[src/rtl/invader_motion.sv]
// Invader sprite motion: frame-paced left/right sweep with step-down, landing and kill handling.
// Optional INVADER_SPEEDUP_EN: each step-down shortens the frames-per-move reload (minimum 1).
module invader_motion #(
   parameter int RECT_WIDTH = 32,
   parameter int X_START    = 0,
   parameter int Y_START    = 64,
   parameter int X_MAX      = 800 - RECT_WIDTH,
   parameter int Y_LIMIT    = 536,
   parameter int STEP_X     = 4,
   parameter int STEP_Y     = 16,
   parameter int FRAME_DIV  = 2
) (
   input  logic        clk,
   input  logic        rst,
   input  logic        vblnk,
   input  logic        start,
   input  logic        hit,
   output logic [11:0] xpos,
   output logic [11:0] ypos,
   output logic        enabled,
   output logic        landed
);

   typedef enum logic [2:0] {
      IDLE   = 3'd0,
      RIGHT  = 3'd1,
      LEFT   = 3'd2,
      DOWN   = 3'd3,
      LANDED = 3'd4,
      DEAD   = 3'd5
   } state_t;

   state_t      state, state_nxt;
   logic        vblnk_q;
   logic        armed;
   logic        dir_left;
   logic [3:0]  cnt;
   logic [3:0]  reload;
   logic        moving;
   logic        tick;
   logic        move_tick;
   logic [12:0] x_add, x_sub, y_add;
   logic        at_right, at_left, y_land;

   assign moving    = (state == RIGHT) || (state == LEFT) || (state == DOWN);
   // armed keeps a vblnk that is already high at reset release from looking like an edge
   assign tick      = armed && vblnk && !vblnk_q;
   assign move_tick = moving && tick && (cnt == reload - 4'd1);

   assign x_add    = {1'b0, xpos} + 13'(STEP_X);
   assign x_sub    = {1'b0, xpos} - 13'(STEP_X);
   assign y_add    = {1'b0, ypos} + 13'(STEP_Y);
   assign at_right = x_add >= 13'(X_MAX);
   assign at_left  = {1'b0, xpos} <= 13'(STEP_X);
   assign y_land   = y_add >= 13'(Y_LIMIT);

   always_ff @(posedge clk) begin
      if (!rst) state <= IDLE;
      else      state <= state_nxt;
   end

   always_comb begin
      state_nxt = state;
      case (state)
         IDLE, LANDED, DEAD: if (start) state_nxt = RIGHT;
         RIGHT: begin
            if (hit)                        state_nxt = DEAD;
            else if (move_tick && at_right) state_nxt = DOWN;
         end
         LEFT: begin
            if (hit)                       state_nxt = DEAD;
            else if (move_tick && at_left) state_nxt = DOWN;
         end
         DOWN: begin
            if (hit)            state_nxt = DEAD;
            else if (move_tick) state_nxt = y_land ? LANDED : (dir_left ? LEFT : RIGHT);
         end
         default: state_nxt = IDLE;
      endcase
   end

   always_comb begin
      enabled = moving;
      landed  = (state == LANDED);
   end

   always_ff @(posedge clk) begin
      if (!rst) begin
         xpos     <= 12'(X_START);
         ypos     <= 12'(Y_START);
         dir_left <= 1'b0;
         cnt      <= 4'd0;
         reload   <= 4'(FRAME_DIV);
         vblnk_q  <= 1'b0;
         armed    <= 1'b0;
      end else begin
         vblnk_q <= vblnk;
         armed   <= 1'b1;
         if (start && !moving) begin
            xpos     <= 12'(X_START);
            ypos     <= 12'(Y_START);
            dir_left <= 1'b0;
            cnt      <= 4'd0;
            reload   <= 4'(FRAME_DIV);
         end else if (moving && !hit && tick) begin
            if (move_tick) begin
               cnt <= 4'd0;
               case (state)
                  RIGHT: begin
                     xpos <= at_right ? 12'(X_MAX) : x_add[11:0];
                     if (at_right) dir_left <= 1'b1;
                  end
                  LEFT: begin
                     xpos <= at_left ? 12'd0 : x_sub[11:0];
                     if (at_left) dir_left <= 1'b0;
                  end
                  DOWN: begin
                     ypos <= y_add[11:0];
`ifdef INVADER_SPEEDUP_EN
                     if (reload > 4'd1) reload <= reload - 4'd1;
`else
                     reload <= 4'(FRAME_DIV);
`endif
                  end
                  default: cnt <= 4'd0;
               endcase
            end else begin
               cnt <= cnt + 4'd1;
            end
         end
      end
   end

endmodule

[config.mk]
export PLATFORM = sky130hd
export DESIGN_NAME = invader_motion
export DESIGN_NICKNAME = d
export VERILOG_FILES = /design/src/rtl/invader_motion.sv
export SDC_FILE = /design/constraint.sdc
export NUM_CORES = 1
export LEC_CHECK = 0
export BUFFER_PORTS_ARGS = -buffer_cell sky130_fd_sc_hd__buf_2
export CAP_MARGIN = 10
export CORE_ASPECT_RATIO = 0.75
export CORE_MARGIN = 4
export CORE_UTILIZATION = 50
export CTS_CLUSTER_SIZE = 12
export DETAILED_ROUTE_END_ITERATION = 7
export GPL_ROUTABILITY_DRIVEN = 0
export GPL_TIMING_DRIVEN = 1
export PLACE_DENSITY = 0.69
export SYNTH_ARGS = -nofsm -noshare
export SYNTH_HDL_FRONTEND = slang
export SYNTH_SLANG_ARGS = --single-unit
[constraint.sdc]
create_clock -name clk -period 7.05 [get_ports clk]
set_input_delay 0.3525 -clock clk [delete_from_list [all_inputs] [get_ports clk]]
set_output_delay 0.3525 -clock clk [all_outputs]
set_load 0.03 [all_outputs]
== Yosys cells after proc, flatten, opt, wreduce, memory -nomap -nowiden ==
Index checks and enable logic that the tools add are counted.

* Add/sub/neg operators: 4
* $lt $le $gt $ge: 3
* Equality and inequality tests: 12
* Multiplexer cells: 18
* Bitwise logic cells: 1
* Reductions and logical operators: 22

{| class="wikitable"
|+ Operators by type and width
! operator !! number
|-
| $ge 13x10->1 const B || 2
|-
| $mux 12 || 2
|-
| $mux 3 || 8
|-
| $pmux 12 s2 || 1
|-
| $add 12x3->13 const B || 1
|-
| $add 12x5->13 const B || 1
|-
| $le 12x3->1 const B || 1
|-
| $pmux 3 s4 || 1
|-
| $sub 12x3->12 const B || 1
|-
| $logic_and 1x1->1 || 9
|-
| $eq 3x2->1 const B || 2
|-
| $eq 3x3->1 const B || 2
|-
| $ne 2x2->1 const B || 3
|-
| $ne 3x2->1 const B || 2
|-
| $reduce_and 3->1 || 2
|-
| $reduce_and 5->1 || 1
|-
| $add 4x1->4 const B || 1
|-
| $eq 4x1->1 const B || 1
|-
| $mux 4 || 1
|-
| $reduce_and 4->1 || 1
|-
| $eq 3x1->1 const B || 1
|-
| $logic_not 1->1 || 3
|-
| $logic_not 3->1 || 1
|-
| $mux 1 || 3
|-
| other kinds (8) || 9
|}

* Register bits after elaboration: 34
* Word-level logic and storage cells: 67

== Logic depth before layout (Yosys ltp) ==
* Word-level depth: 9
* Mapped depth: 9

== Least setup slack after synthesis ==
OpenSTA, ideal clock, no wires.

* Path kind: reg-to-reg
* From: reg state[2]
* To: reg xpos[5]
* Setup time: 0.074 ns
* Arrival time: 2.239 ns
* Setup slack: 4.737 ns
* Stages on the path, launching flop included: 10
* Path buffers: 3
* Path through: dfxtp_1 buf_6 o21bai_4 or4_4 buf_6 or4_4 buf_6 nor3_2 nand2_1 a31oi_1

* Word-level cells in the longest chain between the ends: 6
* Elaborated cells on any way between the ends: 15
* Classes of those cells: eq/ne: 3; mux: 1; reduce/logical: 11

{| class="wikitable"
|+ RTL lines
! item !! line !! source
|-
| start, declared || 33 || <nowiki>state_t state, state_nxt;</nowiki>
|-
| start signal, assigned || 59 || <nowiki>else state <= state_nxt;</nowiki>
|-
| $eq 3x1->1 / $eq 3x2->1 (equally long branches) || 45, 108 ||
|-
| $logic_or 1x1->1 (2 in a row) || 45 || <nowiki>assign moving = (state == RIGHT) || (state == LEFT) || (state == DOWN);</nowiki>
|-
| $logic_and 1x1->1, or another cell as far along || 48 || <nowiki>assign move_tick = moving && tick && (cnt == reload - 4'd1);</nowiki>
|-
| $logic_and 1x1->1, on equally long branches || 48, 105, 99 ||
|-
| $reduce_and 3->1 (no source line) / $reduce_or 2->1 (equally long branches) || -- ||
|-
| end signal, assigned || 89 || <nowiki>xpos <= 12'(X_START);</nowiki>
|-
| end signal, assigned || 100 || <nowiki>xpos <= 12'(X_START);</nowiki>
|-
| end signal, assigned || 110 || <nowiki>xpos <= at_right ? 12'(X_MAX) : x_add[11:0];</nowiki>
|-
| end, declared || 18 || <nowiki>output logic [11:0] xpos,</nowiki>
|}

Parallel ways exist; a longest one is shown, timed or not.
A chain may end at the register's enable or synchronous reset.

== Worst setup path in the final report ==
* From: reg state[1]
* To: reg dir_left

* Word-level cells in the longest chain between the ends: 6
* Elaborated cells on any way between the ends: 17
* Classes of those cells: eq/ne: 5; mux: 1; reduce/logical: 11

{| class="wikitable"
|+ RTL lines
! item !! line !! source
|-
| $eq 3x1->1 / $eq 3x2->1 (equally long branches) || 45, 108 ||
|-
| $logic_or 1x1->1 (2 in a row) || 45 ||
|-
| $logic_and 1x1->1, or another cell as far along || 48 ||
|-
| $logic_and 1x1->1, on equally long branches || 48, 105, 99 ||
|-
| $reduce_and 5->1 (no source line) / $reduce_or 2->1 (equally long branches) || -- ||
|-
| end signal, assigned || 91 || <nowiki>dir_left <= 1'b0;</nowiki>
|-
| end signal, assigned || 102 || <nowiki>dir_left <= 1'b0;</nowiki>
|-
| end signal, assigned || 111 || <nowiki>if (at_right) dir_left <= 1'b1;</nowiki>
|-
| end, declared || 36 || <nowiki>logic dir_left;</nowiki>
|}

Parallel ways exist; a longest one is shown, timed or not.

==> metrics.md <==
| Metric | Value |
|---|---|
| Status | finished clean |
| Synth unique cells | 52 |
| CP max stage delay | between 0.7 and 0.8 ns |
| Fill count | around 360 |
| RSZ-0062 raised after global routing | false |
| Min cycle time layout | 2.61 ns |
| CP max FO | 10 |
| Die Span Y | roughly 62 um |
| TritonCTS clock tree | yes |
| Fin. max-slew vios | 0 |
| Worst EP required | 7.18 ns |
| Highest clock rate | approximately 380 MHz |
| Layout net count | 272 |
| Site Rows | 19 |
| GRT Util Overall | 18.5% |
| Via count of the first global-routing pass | 1427 |
| Origin of the critical flop-to-flop path | state[1] |
| I/O pin total | 31 |
| DR iter-0 viols | 116 |
| # diodes | 0 |
| Static leakage | between 0.7 and 0.8 nW |
| Final WS setup | 4.44 ns |
| Crit path DAT | 2.74 ns |
| Min-delay worst type | input port to flop |
| Largest net degree at the start of global routing | 23 |
| Latest clock arrival within the worst-skew pair | 0.28 ns |
| Layout area overhead | 7.17% |
| Worst hold start | rst |
| Pre-CTS WS | 4.53 ns |
| First-pass GRT wire length | 7.27 mm |
| Die area | 4940 um2 |
| Period utilization | 37.0% |
| Final ANT Viol Nets | 0 |
| Post-synthesis register bit count | 28 |
| CTS Buf Count | 3 |
| Mapped Area | around 1900 um2 |
| Worst hold path depth | 1 |
| Resized Gates After CTS | 0 |
| Headroom to the max-slew limit | 43.8% |
| Final core utilization | 56.3% |
| Commonest non-fill, non-tap cells in the layout | nor2_1 (28), dfxtp_1 (28), buf_2 (24) |
| Measured slew at the worst slew-check pin | 0.835 ns |
| Placed cells | 308 |
| H-Tree Depth | 1 |
| Core area | 3680 um2 |
| Area of the multi-input gates | 1230 um2 |
| VDD IR max | 0.194 mV |
| Pwr Total | 0.354 mW |
| Initial Util | 52.6% |
| Worst setup SP type | flop |
| Clk buf depth | 2 |
| Max Cap Viol | 0 |
| Ys flop type | dfxtp_1 |
| Async SR Flop Fraction | 0% |
| Clk pin slew, worst setup/hold paths | 0.09 ns |
| Pwr dens | roughly 170 nW/um2 |
| CP endpoint kind | flop |
| Post-Synthesis Cells | 249 |
| Final setup viols | 0 |
| Root Driver | clkbuf_8 |
| CTS hold repair buffers | 0 |
| CP Cell Sequence | o21bai_4 -> or4_4 -> nor4_1 -> o211ai_1 -> mux2i_1 -> nor2_1 |
| WL per Instance | between 10 and 15 um |
| Post-synthesis sequential area ratio | 28.9% |
| DP Wirelength | between 3 and 4 mm |
| Crit-path leading delay family | simple AND/OR/NAND/NOR gates |
| Initial DRT Pass Iterations | 5 |
| Fin. Hold Viols | 0 |
| WP buf/inv | 0 |
| Reg2Reg Setup Slack | 4.44 ns |
| Final WL | 4.46 mm |
| PortBufs | 24 |
| Post-route DRC | 0 |
| Setup_tns | 0 ns |
| Area occupied by registers | roughly 560 um2 |
| Die W | 79.9 um |
| Setup Buffers After CTS | 0 |
| Final Skew | 0.00804 ns |
| Via count | 1779 |
| Overflow left after global routing | 0 |
| Hold Path Sink | armed |
| Post-synth EDFFs | 0 |
| Worst R2R Path Depth | 6 |
| Mean Syn Cell Area | 7.78 um2 |
| CP max stage cell | nor4_1 |
| CP Class | flop to flop |
| Initial antenna violation count | 0 |
| Vias per cell | 5.70 |
| Warnings, synthesis | 0 |
| # clock sinks | 28 |
| RR Endpoint | dir_left |
| Share of cells above drive strength 1 | between 10% and 20% |
| Layout Cells excl Fill | 312 |
## flip-flops by register name, indices dropped and copies added, names as in the netlist
register / flops
xpos: 10
ypos: 8
cnt: 4
state: 3
armed: 1
dir_left: 1
vblnk_q: 1
## stage by stage
step	instance area (um2)	hold slack (ns)
after detailed placement	2000	0.532
after floorplan	1960	0.380
after CTS	2080	0.285
after global placement	2000	0.518
final	2080	0.283
after global routing	2080	0.278
## kinds of logic (layout without fill, tap and decap cells)
family / count (synthesis) / in the layout / synth area share, %
xor+xnor: 14 / 14 / 6.33
mux: 5 / 5 / 2.58
buf+inv: 30 / 36 / 8.59
other cells: 1 / 6 / 0.194
fa+ha+maj: 6 / 6 / 3.88
compound gates: 51 / 51 / 17.4
simple gates: 114 / 114 / 32.0
flops: 28 / 28 / 28.9
## cell type report
class / instances / share of cell area [%]
Multi-Input combinational cell: 196 / 59.2
Clock buffer: 3 / 1.99
Inverter: 8 / 1.45
Tap cell: 52 / 3.13
Clock inverter: 1 / 1.45
Timing Repair Buffer: 24 / 5.79
Sequential cell: 28 / 27.0
## synthesized netlist by cell type (all sizes together) (2+ instances only)
cell / count / share of area [%]
or4: 3 / 1.6
nor4: 6 / 2.3
or3b: 2 / 0.90
o21ai: 12 / 3.1
a21o: 2 / 0.77
and2: 5 / 1.7
dfxtp: 28 / 29
nand3: 16 / 4.1
o311ai: 2 / 0.90
xor2: 8 / 3.6
o41ai: 2 / 0.90
o21a: 2 / 0.77
ha: 6 / 3.9
a21oi: 13 / 3.4
mux2i: 5 / 2.6
buf: 12 / 5.1
nand2: 21 / 4.1
nand4: 7 / 2.3
nand2b: 2 / 0.65
nor3: 9 / 2.6
and4: 4 / 1.8
nand4b: 4 / 1.8
nor2: 29 / 6.0
inv: 8 / 1.6
xnor2: 6 / 2.7
a31oi: 7 / 2.3
clkbuf: 10 / 1.9
## routing by layer
layer	global-route usage, %	vias to the layer above	part of all wire [%]	wire length [um]
met5	0	-	0	0
met4	3.37	0	0.43	19
met3	4.47	2	7.0	313
met2	23.3	64	39	1740
met1	30.5	800	54	2390
li1	-	913	-	-
## power by group
| group | leakage [nW] | switching, mW | internal (mW) |
|---|---|---|---|
| Combinational | 0.499 | 0.0374 | 0.0206 |
| Clock | 0.0357 | 0.0510 | 0.0761 |
| Sequential | 0.227 | 0.00784 | 0.162 |
## worst max-delay path by stage
stage               cells after the start      from  slack, ns       end
CTS                                     6  state[1]       4.50   ypos[7]
detailed placement                      6  state[1]       4.53   xpos[8]
finish                                  6  state[1]       4.44  dir_left
global placement                        6  state[1]       4.49   ypos[7]
global route                            6  state[1]       4.30   xpos[7]
floorplan                               9  state[2]       4.74   xpos[5]
(Power assumes the default switching activity.)
